### config.mk
export PLATFORM = sky130hd
export DESIGN_NAME = jtframe_mr_ddrarb
export DESIGN_NICKNAME = d
export VERILOG_FILES = /design/src/rtl/jtframe_mr_ddrarb_pkg.sv /design/src/rtl/jtframe_ddrarb_pick.sv /design/src/rtl/jtframe_mr_ddrarb.sv
export SDC_FILE = /design/constraint.sdc
export NUM_CORES = 1
export LEC_CHECK = 0
export CAP_MARGIN = 0
export CORE_AREA = 2 2 183 185
export CTS_CLUSTER_DIAMETER = 200
export DETAILED_ROUTE_END_ITERATION = 8
export DIE_AREA = 0 0 185 187
export GPL_TIMING_DRIVEN = 0
export PLACE_DENSITY = 0.39
export SLEW_MARGIN = 20
export SYNTH_ARGS = -nofsm -noshare
export SYNTH_HDL_FRONTEND = slang
export SYNTH_SLANG_ARGS = --single-unit
### constraint.sdc
create_clock -name clk -period 2.9 [get_ports clk]
set_input_delay 0.58 -clock clk [delete_from_list [all_inputs] [get_ports clk]]
set_output_delay 0.58 -clock clk [all_outputs]
set_load 0.02 [all_outputs]
### src/rtl/jtframe_mr_ddrarb_pkg.sv
// Shared definitions for the burst-aware DDR arbiter: FSM encoding and burst helpers.
package jtframe_mr_ddrarb_pkg;

    typedef enum logic [1:0] {
        ST_IDLE  = 2'd0,
        ST_CMD   = 2'd1,
        ST_WDATA = 2'd2,
        ST_RDATA = 2'd3
    } arb_state_t;

    // Widest burst-count field the helpers below accept
    localparam int unsigned BCNT_MAXW = 32;

    // Byte-enable width for a given data width
    function automatic int unsigned be_width(input int unsigned dw);
        return dw / 8;
    endfunction

    // Effective burst length: a zero burst count means a single beat
    function automatic logic [BCNT_MAXW-1:0] burst_len(input logic [BCNT_MAXW-1:0] bcnt);
        return (bcnt == '0) ? BCNT_MAXW'(1) : bcnt;
    endfunction

endpackage

### src/rtl/jtframe_ddrarb_pick.sv
// Combinational winner selection for the DDR arbiter.
// JTFRAME_MR_DDRARB_RR_EN selects round-robin search starting at ptr;
// otherwise the lowest requesting index wins.
module jtframe_ddrarb_pick #(
    parameter int unsigned CH = 2,
    parameter int unsigned IW = 1
) (
    input  logic [CH-1:0] req,
`ifdef JTFRAME_MR_DDRARB_RR_EN
    input  logic [IW-1:0] ptr,
`endif
    output logic [CH-1:0] onehot,
    output logic [IW-1:0] idx,
    output logic          any
);

    // First requester found in search order wins
    always_comb begin
        int unsigned c;
        c      = 0;
        onehot = '0;
        idx    = '0;
        any    = 1'b0;
        for (int unsigned k = 0; k < CH; k++) begin
`ifdef JTFRAME_MR_DDRARB_RR_EN
            c = 32'(ptr) + k;
            if (c >= CH) c = c - CH;
`else
            c = k;
`endif
            if (!any && req[c]) begin
                any       = 1'b1;
                idx       = IW'(c);
                onehot[c] = 1'b1;
            end
        end
    end

endmodule

### src/rtl/jtframe_mr_ddrarb.sv
// Burst-aware arbiter sharing the MiSTer DDR Avalon-MM port among CH masters.
// A grant is held until the whole burst has transferred.
// JTFRAME_MR_DDRARB_RR_EN enables round-robin; default is fixed priority (channel 0 highest).
module jtframe_mr_ddrarb
    import jtframe_mr_ddrarb_pkg::*;
#(
    parameter int unsigned CH = 2,
    parameter int unsigned AW = 29,
    parameter int unsigned DW = 64,
    parameter int unsigned BW = 8
) (
    input  logic                clk,
    input  logic                rst_n,
    input  logic [CH-1:0]       m_rd,
    input  logic [CH-1:0]       m_we,
    input  logic [CH*AW-1:0]    m_addr,
    input  logic [CH*BW-1:0]    m_burstcnt,
    input  logic [CH*DW-1:0]    m_din,
    input  logic [CH*DW/8-1:0]  m_be,
    output logic [CH-1:0]       m_busy,
    output logic [CH-1:0]       m_dout_ready,
    output logic [DW-1:0]       m_dout,
    output logic [CH-1:0]       grant,
    output logic                ddr_clk,
    input  logic                ddr_busy,
    output logic                ddr_rd,
    output logic                ddr_we,
    output logic [AW-1:0]       ddr_addr,
    output logic [BW-1:0]       ddr_burstcnt,
    output logic [DW-1:0]       ddr_din,
    output logic [DW/8-1:0]     ddr_be,
    input  logic [DW-1:0]       ddr_dout,
    input  logic                ddr_dout_ready
);

    localparam int unsigned BEW = be_width(DW);
    localparam int unsigned IW  = (CH > 1) ? $clog2(CH) : 1;

    arb_state_t     state;
    logic [IW-1:0]  idx;
    logic [IW-1:0]  sel_c;
    logic [IW-1:0]  pick_idx_c;
    logic [CH-1:0]  req_c;
    logic [CH-1:0]  pick_oh_c;
    logic           pick_any_c;
    logic [BW-1:0]  cnt;
    logic [BW-1:0]  len_c;
    logic           rd_acc_c;
    logic           wr_acc_c;
    logic           done_c;
`ifdef JTFRAME_MR_DDRARB_RR_EN
    logic [IW-1:0]  ptr;
    logic [IW-1:0]  next_ptr_c;
`endif

    assign req_c = m_rd | m_we;

    jtframe_ddrarb_pick #(
        .CH (CH),
        .IW (IW)
    ) u_pick (
        .req    (req_c),
`ifdef JTFRAME_MR_DDRARB_RR_EN
        .ptr    (ptr),
`endif
        .onehot (pick_oh_c),
        .idx    (pick_idx_c),
        .any    (pick_any_c)
    );

    // Channel 0 drives the DDR payload while idle so the bus stays deterministic
    assign sel_c = (state == ST_IDLE) ? '0 : idx;

    // DDR-side payload mux and command gating
    always_comb begin
        ddr_addr     = m_addr[sel_c*AW +: AW];
        ddr_burstcnt = m_burstcnt[sel_c*BW +: BW];
        ddr_din      = m_din[sel_c*DW +: DW];
        ddr_be       = m_be[sel_c*BEW +: BEW];
        ddr_rd       = (state == ST_CMD) & m_rd[sel_c];
        ddr_we       = ((state == ST_CMD) | (state == ST_WDATA)) & m_we[sel_c];
        len_c        = BW'(burst_len(BCNT_MAXW'(ddr_burstcnt)));
    end

    assign rd_acc_c = ddr_rd & ~ddr_busy;
    assign wr_acc_c = ddr_we & ~ddr_busy;

    // Last beat of the current burst, in whichever phase it ends
    assign done_c = ((state == ST_CMD)   & ~rd_acc_c & wr_acc_c & (len_c == BW'(1)))
                  | ((state == ST_WDATA) & wr_acc_c & (cnt == BW'(1)))
                  | ((state == ST_RDATA) & ddr_dout_ready & (cnt == BW'(1)));

`ifdef JTFRAME_MR_DDRARB_RR_EN
    assign next_ptr_c = (idx == IW'(CH-1)) ? '0 : idx + IW'(1);
`endif

    assign m_busy       = {CH{ddr_busy | (state == ST_RDATA)}} | ~grant;
    assign m_dout_ready = {CH{ddr_dout_ready & (state == ST_RDATA)}} & grant;
    assign m_dout       = ddr_dout;
    assign ddr_clk      = clk;

    // Arbitration FSM with beat counter; grant is held for the whole burst
    always_ff @(posedge clk or negedge rst_n) begin
        if (!rst_n) begin
            state <= ST_IDLE;
            grant <= '0;
            idx   <= '0;
            cnt   <= '0;
`ifdef JTFRAME_MR_DDRARB_RR_EN
            ptr   <= '0;
`endif
        end else begin
            case (state)
                ST_IDLE: begin
                    if (pick_any_c) begin
                        grant <= pick_oh_c;
                        idx   <= pick_idx_c;
                        state <= ST_CMD;
                    end
                end
                ST_CMD: begin
                    if (rd_acc_c) begin
                        cnt   <= len_c;
                        state <= ST_RDATA;
                    end else if (wr_acc_c) begin
                        cnt   <= len_c - BW'(1);
                        state <= ST_WDATA;
                    end
                end
                ST_WDATA: begin
                    if (wr_acc_c) cnt <= cnt - BW'(1);
                end
                ST_RDATA: begin
                    if (ddr_dout_ready) cnt <= cnt - BW'(1);
                end
                default: state <= ST_IDLE;
            endcase
            if (done_c) begin
                state <= ST_IDLE;
                grant <= '0;
`ifdef JTFRAME_MR_DDRARB_RR_EN
                ptr   <= next_ptr_c;
`endif
            end
        end
    end

endmodule

==> results of run 1 <==
==> stage by stage <==
stage	power, µW	hold WS, ps	std cells	cell area [µm²]
global placement	6560	528	1415	7670
global route	7390	602	1431	7900
detailed placement	6520	514	1415	7670
CTS	6950	525	1424	8000
floorplan	3570	284	560	3040
finish	6790	539	1431	7900
==> routing by layer <==
layer	routed length (µm)	vias to the layer above	global-route usage	share of wire
met5	0	-	0	0
met4	131	0	0.0131	0.0060
met3	1980	7	0.0347	0.091
met2	11100	247	0.218	0.51
met1	8500	2143	0.136	0.39
li1	-	2540	-	-
==> timing repair <==
item	CTS	global route
setup buffers	2	6
endpoints found under the setup margin	116	89
pin swaps	1	3
resized for setup	266	88
endpoints found under the hold margin	0	0
==> cell type report <==
type,instances,share of cell area
clock buffer,8,0.0206
tap,448,0.0709
buffer,91,0.0939
antenna,1,0.000317
timing repair buffer,414,0.496
multi-input combinational,444,0.272
sequential,13,0.0412
inverter,12,0.00570
==> state kept, by name, indices dropped and copies added (netlist names) <==
name	count
state	2
grant	2
cnt	8
idx	1
==> layout by cell type (no fill, tap or decap), drive strengths merged, types with 3 or more instances in the layout <==
cell type / count
a211oi: 3
a21oi: 7
and3: 3
buf: 94
clkbuf: 55
clkdlybuf4s15: 32
clkdlybuf4s50: 298
dfrtp: 13
dlygate4sd2: 28
dlymetal6s2s: 3
ha: 9
inv: 12
mux2i: 7
nand2: 333
nand2b: 3
nand3: 3
nor2: 18
nor3: 3
o21ai: 11
o31ai: 3
xnor2: 5
==> power by group through the flow <==
stage	Sequential, µW	Combinational [µW]	Clock (µW)
floorplan	368	3160	40.3
global placement	385	6100	65.4
detailed placement	385	6070	65.4
CTS	391	6010	544
global route	407	6430	550
finish	387	5870	527
==> cells by family after synthesis <==
logic type	count (synthesis)	share of synthesized area
flip-flops	13	0.107
adder cells (fa/ha/maj)	9	0.0371
buffers and inverters	103	0.209
AO/OA/AOI/OAI	39	0.0968
multiplexers	9	0.0305
XOR/XNOR	6	0.0173
AND/OR/NAND/NOR	381	0.502
==> worst register-to-register path: stages, from the launching register on <==
cell and delay [ps]:
dfrtp_1 410, inv_2 80, ha_4 180, or4b_4 500, o31ai_4 80, or3b_4 440
o21ai_4 170, buf_4 140, ha_1 210, mux2_2 260, o211ai_1 140, o21ai_1 90
==> path summary, 6_finish.rpt <==
path	startpoint	to	slack, ps	cells after the start
worst max-delay path	state[0]$_DFFE_PN0P_	cnt[1]$_DFFE_PN0P_	90	11
worst min-delay path	cnt[6]$_DFFE_PN0P_	cnt[6]$_DFFE_PN0P_	540	2
worst max register to register	state[0]$_DFFE_PN0P_	cnt[1]$_DFFE_PN0P_	90	11
worst min register to register	cnt[6]$_DFFE_PN0P_	cnt[6]$_DFFE_PN0P_	540	2
max in group asynchronous	rst_n	cnt[1]$_DFFE_PN0P_	1820	1
min in group asynchronous	rst_n	cnt[7]$_DFFE_PN0P_	640	1
==> qor.yml, run 1 <==
logic_synthesis:
  synthTopCellsByArea: "nand2_1, buf_4, dfrtp_1, ha_1, clkbuf_1"
  synth_common_cells: "nand2_1, buf_4, clkbuf_1"
  yosysWarnings: 0
  synth_edf_count: 0
  postSynthAreaPerCell_um2: 5.42
  syn_inst: 560
  synthMostInstantiatedCell: "nand2_1"
  ys_seq_elements: 13
  async_flop_share: 1.00
  ys.flop_type: "dfrtp_1"
  syn-num-nets: 859
  yosys.area.top_type: "nand2_1"
  synth_top_area_share: 0.411
  synth_cell_types: 50
  synth_area_um2: 3040
  yosysSeqAreaShare: 0.107
layout:
  postLayoutCoreUtil: 0.240
  area_delta_synth_final_pct: 160
  multi_input_area_um2: 2150
  drive_above_1_share: 0.201
  fillers: 3750
  final_nets: 1282
  ff_latch_area_um2: 325
clock_network:
  hold_buffers: 0
  cts_tree: "built"
  clkTransAtPathRegs_ps: 50
  insertion_delay_ps: 350
timing:
  period_share: 0.970
  slew_viol_final: 0
  fin_ws_ps: 86.6
  setup_violations: 0
  clock_skew_ps: 1.80
  clock.fmax_mhz: 355
  worst_pin_slew_ps: 684
  layout_min_cycle_time_ps: 2810
  fin_tns_setup_ps: 0
  max_slew_margin: 0.542
  hold_viol_final: 0
route:
  ant_nets: 0
  drc_errors: 0
  drt_wl_total_um: 21700
  drt_iter0_markers: 171
  vias: 4937
  routed_via_density: 3.45
  dr.pass1.iters: 4
  wl_per_cell_um: 15.1
setup_path:
  cpLargestDelayFamily: "simple AND/OR/NAND/NOR gates"
  crit_path_start_kind: "register"
  cp.buffers_inverters: 2
  cp.arrival_ps: 3050
  worstPathMaxFanout: 4
  critical_path.endpoint_type: "register"
  cp.required_ps: 3130
  max_stage_delay_ps: 500
  worst-setup-path-type: "reg2reg"
  cpMaxStageDelayCell: "or4b_4"
  crit_chain: "inv_2, ha_4, or4b_4, o31ai_4, or3b_4, o21ai_4, buf_4, ha_1, mux2_2, o211ai_1, o21ai_1"
placed_design:
  hpwl_um: 18800
  gp_congestion: 0.793
  place_worst_setup_slack_ps: -1760
  portBuffers: 407
floorplan:
  io_pins: 472
  start_util: 0.0924
  die_h_um: 187
  die_w_um: 185
  rows: 67
  die-area_um2: 34600
  core_region_area_um2: 32900
power_and_ir_drop:
  power_frac_seq: 0.057
  power_frac_comb: 0.865
  power.density_nw_per_um2: 859
  swShare: 0.548
  pwr-share-clk: 0.078
  p_int_uw: 3070
  switching_power_uw: 3720
  p_leak_uw: 0.00376
  peakVddDrop_v: 0.000319
global_route:
  grt.total_usage: 0.118
  grt_max_degree: 14
  grt_pass1_wl_um: 30600
  antenna_found_initial: 1
  overflow: 0
  grt_pass1_vias: 4953
flow_run:
  cap_violations: 0
worst_hold_path:
  hp-class: "reg2reg"
outcome:
  status: "complete, no violations"
Note: power is estimated with default switching activity, not from simulation.
==> run 2: changes to the inputs <==
--- a/config.mk
+++ b/config.mk
@@ -5,13 +5,15 @@
 export SDC_FILE = /design/constraint.sdc
 export NUM_CORES = 1
 export LEC_CHECK = 0
+export ABC_CLOCK_PERIOD_IN_PS = 2900
 export CAP_MARGIN = 0
-export CORE_AREA = 2 2 183 185
+export CORE_AREA = 10 10 175 177
 export CTS_CLUSTER_DIAMETER = 200
 export DETAILED_ROUTE_END_ITERATION = 8
 export DIE_AREA = 0 0 185 187
 export GPL_TIMING_DRIVEN = 0
-export PLACE_DENSITY = 0.39
+export PLACE_DENSITY = 0.45
+export SETUP_SLACK_MARGIN = 0.02
 export SLEW_MARGIN = 20
 export SYNTH_ARGS = -nofsm -noshare
 export SYNTH_HDL_FRONTEND = slang
==> run 2 against run 1 <==
Via count about the same; largest cell class unchanged; critical endpoint is now ddr_burstcnt[4]; combinational power up 2%; flip-flop and latch count unchanged; critical path depth down 6; final cell count shrank 7.3%; core utilization rose by 4.5 points; non-clock buffer count is 2 lower; sequential share of layout area grew 0.050 points.
==> qor.yml, run 2 (synthesis gave the netlist of run 1 again) <==
setup_path:
  critical_path.endpoint_type: "primary output"
  cp-startpoint: "state[1]$_DFFE_PN0P_"
  rrSetupSlack_ps: 140
  cp.required_ps: 2320
  crit_path_start_kind: "register"
  worst-setup-path-type: "reg2out"
  cp.arrival_ps: 2230
  worstPathMaxFanout: 7
  reg2reg_depth: 10
  reg2reg_from: "state[1]$_DFFE_PN0P_"
placed_design:
  hpwl_um: 21200
  gp_congestion: 0.786
  portBuffers: 407
power_and_ir_drop:
  peakVddDrop_v: 0.000337
  power.density_nw_per_um2: 886
  power_frac_comb: 0.867
  p_leak_uw: 0.00380
  p_int_uw: 3160
  pwr-share-clk: 0.077
  power_frac_seq: 0.055
  switching_power_uw: 3760
  swShare: 0.543
timing:
  max_slew_margin: 0.556
  clock.fmax_mhz: 356
  clock_skew_ps: 1.38
  worst_pin_slew_ps: 665
  setup_violations: 0
  fin_tns_setup_ps: 0
  layout_min_cycle_time_ps: 2810
  period_share: 0.970
  rsz0062_at_grt: "false"
  slew_viol_final: 0
  hold_viol_final: 0
layout:
  drive_above_1_share: 0.206
  largestRegisters: "cnt: 8 flops, grant: 2 flops, state: 2 flops"
  mostFrequentLayoutCells: "nand2_1, clkdlybuf4s50_1, buf_4, clkbuf_2, clkdlybuf4s15_2"
  final_nets: 1280
  largest_reg_flops: 8
  final_common_cell: "nand2_1"
  area_delta_synth_final_pct: 157
  antenna_cells: 0
  postLayoutCoreUtil: 0.286
  top_register: "cnt"
floorplan:
  core_region_area_um2: 27300
  die_h_um: 187
  io_pins: 472
  die-area_um2: 34600
  rows: 61
  start_util: 0.111
  die_w_um: 185
route:
  wl_per_cell_um: 18.4
  dr.pass1.iters: 4
  ant_nets: 0
  vias: 4938
  drc_errors: 0
  routed_via_density: 3.72
  drt_wl_total_um: 24300
  drt_iter0_markers: 112
worst_hold_path:
  min-delay-start: "cnt[6]$_DFFE_PN0P_"
  hp-class: "reg2reg"
  hold_depth: 2
outcome:
  status: "complete, no violations"
global_route:
  grt_pass1_vias: 5521
  grt_pass1_wl_um: 34900
  grt_max_degree: 14
  grt.total_usage: 0.131
  overflow: 0
  antenna_found_initial: 0
flow_run:
  cap_violations: 0
clock_network:
  insertion_delay_ps: 360
  clkTransAtPathRegs_ps: 50
  cts_tree: "built"
-- run 2: cell count changes in the layout (fill, tap and decap cells not counted), sizes merged --
cell	delta
diode	-1
clkdlybuf4s50	-4
dlymetal6s2s	+2
buf	+2
clkbuf	-1
dlygate4sd1	-1
clkdlybuf4s15	+1
dlygate4sd2	-1
-- run 2: worst max-delay path, cell delays in order, from the launching register on --
cell	delay, ps
dfrtp_1	420
inv_2	110
ha_4	190
nand2b_4	180
mux2_2	390
clkdlybuf4s50_1	580
-- run 2: area by class of cell --
class / instances / area [µm²]
fillers: 3028 / 19500
clock buffers: 8 / 163
flip-flops and latches: 13 / 325
plain buffers: 91 / 817
multi-input cells: 444 / 2120
well taps: 346 / 433
repair buffers: 412 / 3910
inverters: 12 / 45.0
-- run 2: layer usage --
metal,share of wire,up-vias,GRT usage
met4,0.0039,0,0.0147
met2,0.52,256,0.248
met5,0,-,0
met1,0.36,2146,0.129
li1,-,2527,-
met3,0.12,9,0.0610
-- run 2: metrics by stage --
step / instances / setup WS [ps] / power (µW) / instance area (µm²) / hold slack (ps)
floorplan: 560 / 203 / 3570 / 3040 / 284
global placement: 1313 / -1820 / 6630 / 7540 / 507
detailed placement: 1313 / -1780 / 6580 / 7540 / 514
CTS: 1323 / 18.8 / 7150 / 7960 / 525
global route: 1326 / 19.7 / 7580 / 7810 / 565
finish: 1326 / 87.7 / 6910 / 7810 / 522
-- run 2: power by group through the flow --
| stage | registers [µW] | logic (µW) | clock network, µW |
|---|---|---|---|
| 3_5_place_dp | 381 | 6130 | 65.4 |
| 2_1_floorplan | 368 | 3160 | 40.3 |
| 4_1_cts | 388 | 6220 | 545 |
| 6_report | 383 | 5990 | 535 |
| 5_1_grt | 399 | 6620 | 563 |
| 3_3_place_gp | 383 | 6180 | 65.4 |
-- run 2: path summary, 6_finish.rpt --
check / end
max: ddr_burstcnt[4]
min: cnt[6]$_DFFE_PN0P_
max reg2reg: cnt[1]$_DFFE_PN0P_
min reg2reg: cnt[6]$_DFFE_PN0P_
max in group asynchronous: cnt[6]$_DFFE_PN0P_
min in group asynchronous: grant[0]$_DFFE_PN0P_
-- run 2: what timing repair did --
item                       4_1_cts  5_1_grt
setup buffers                    3        2
pin swaps                        4        2
gates cloned                     0        1
setup endpoints to repair      116       83
hold buffers                     0        0
resized for setup              319       64
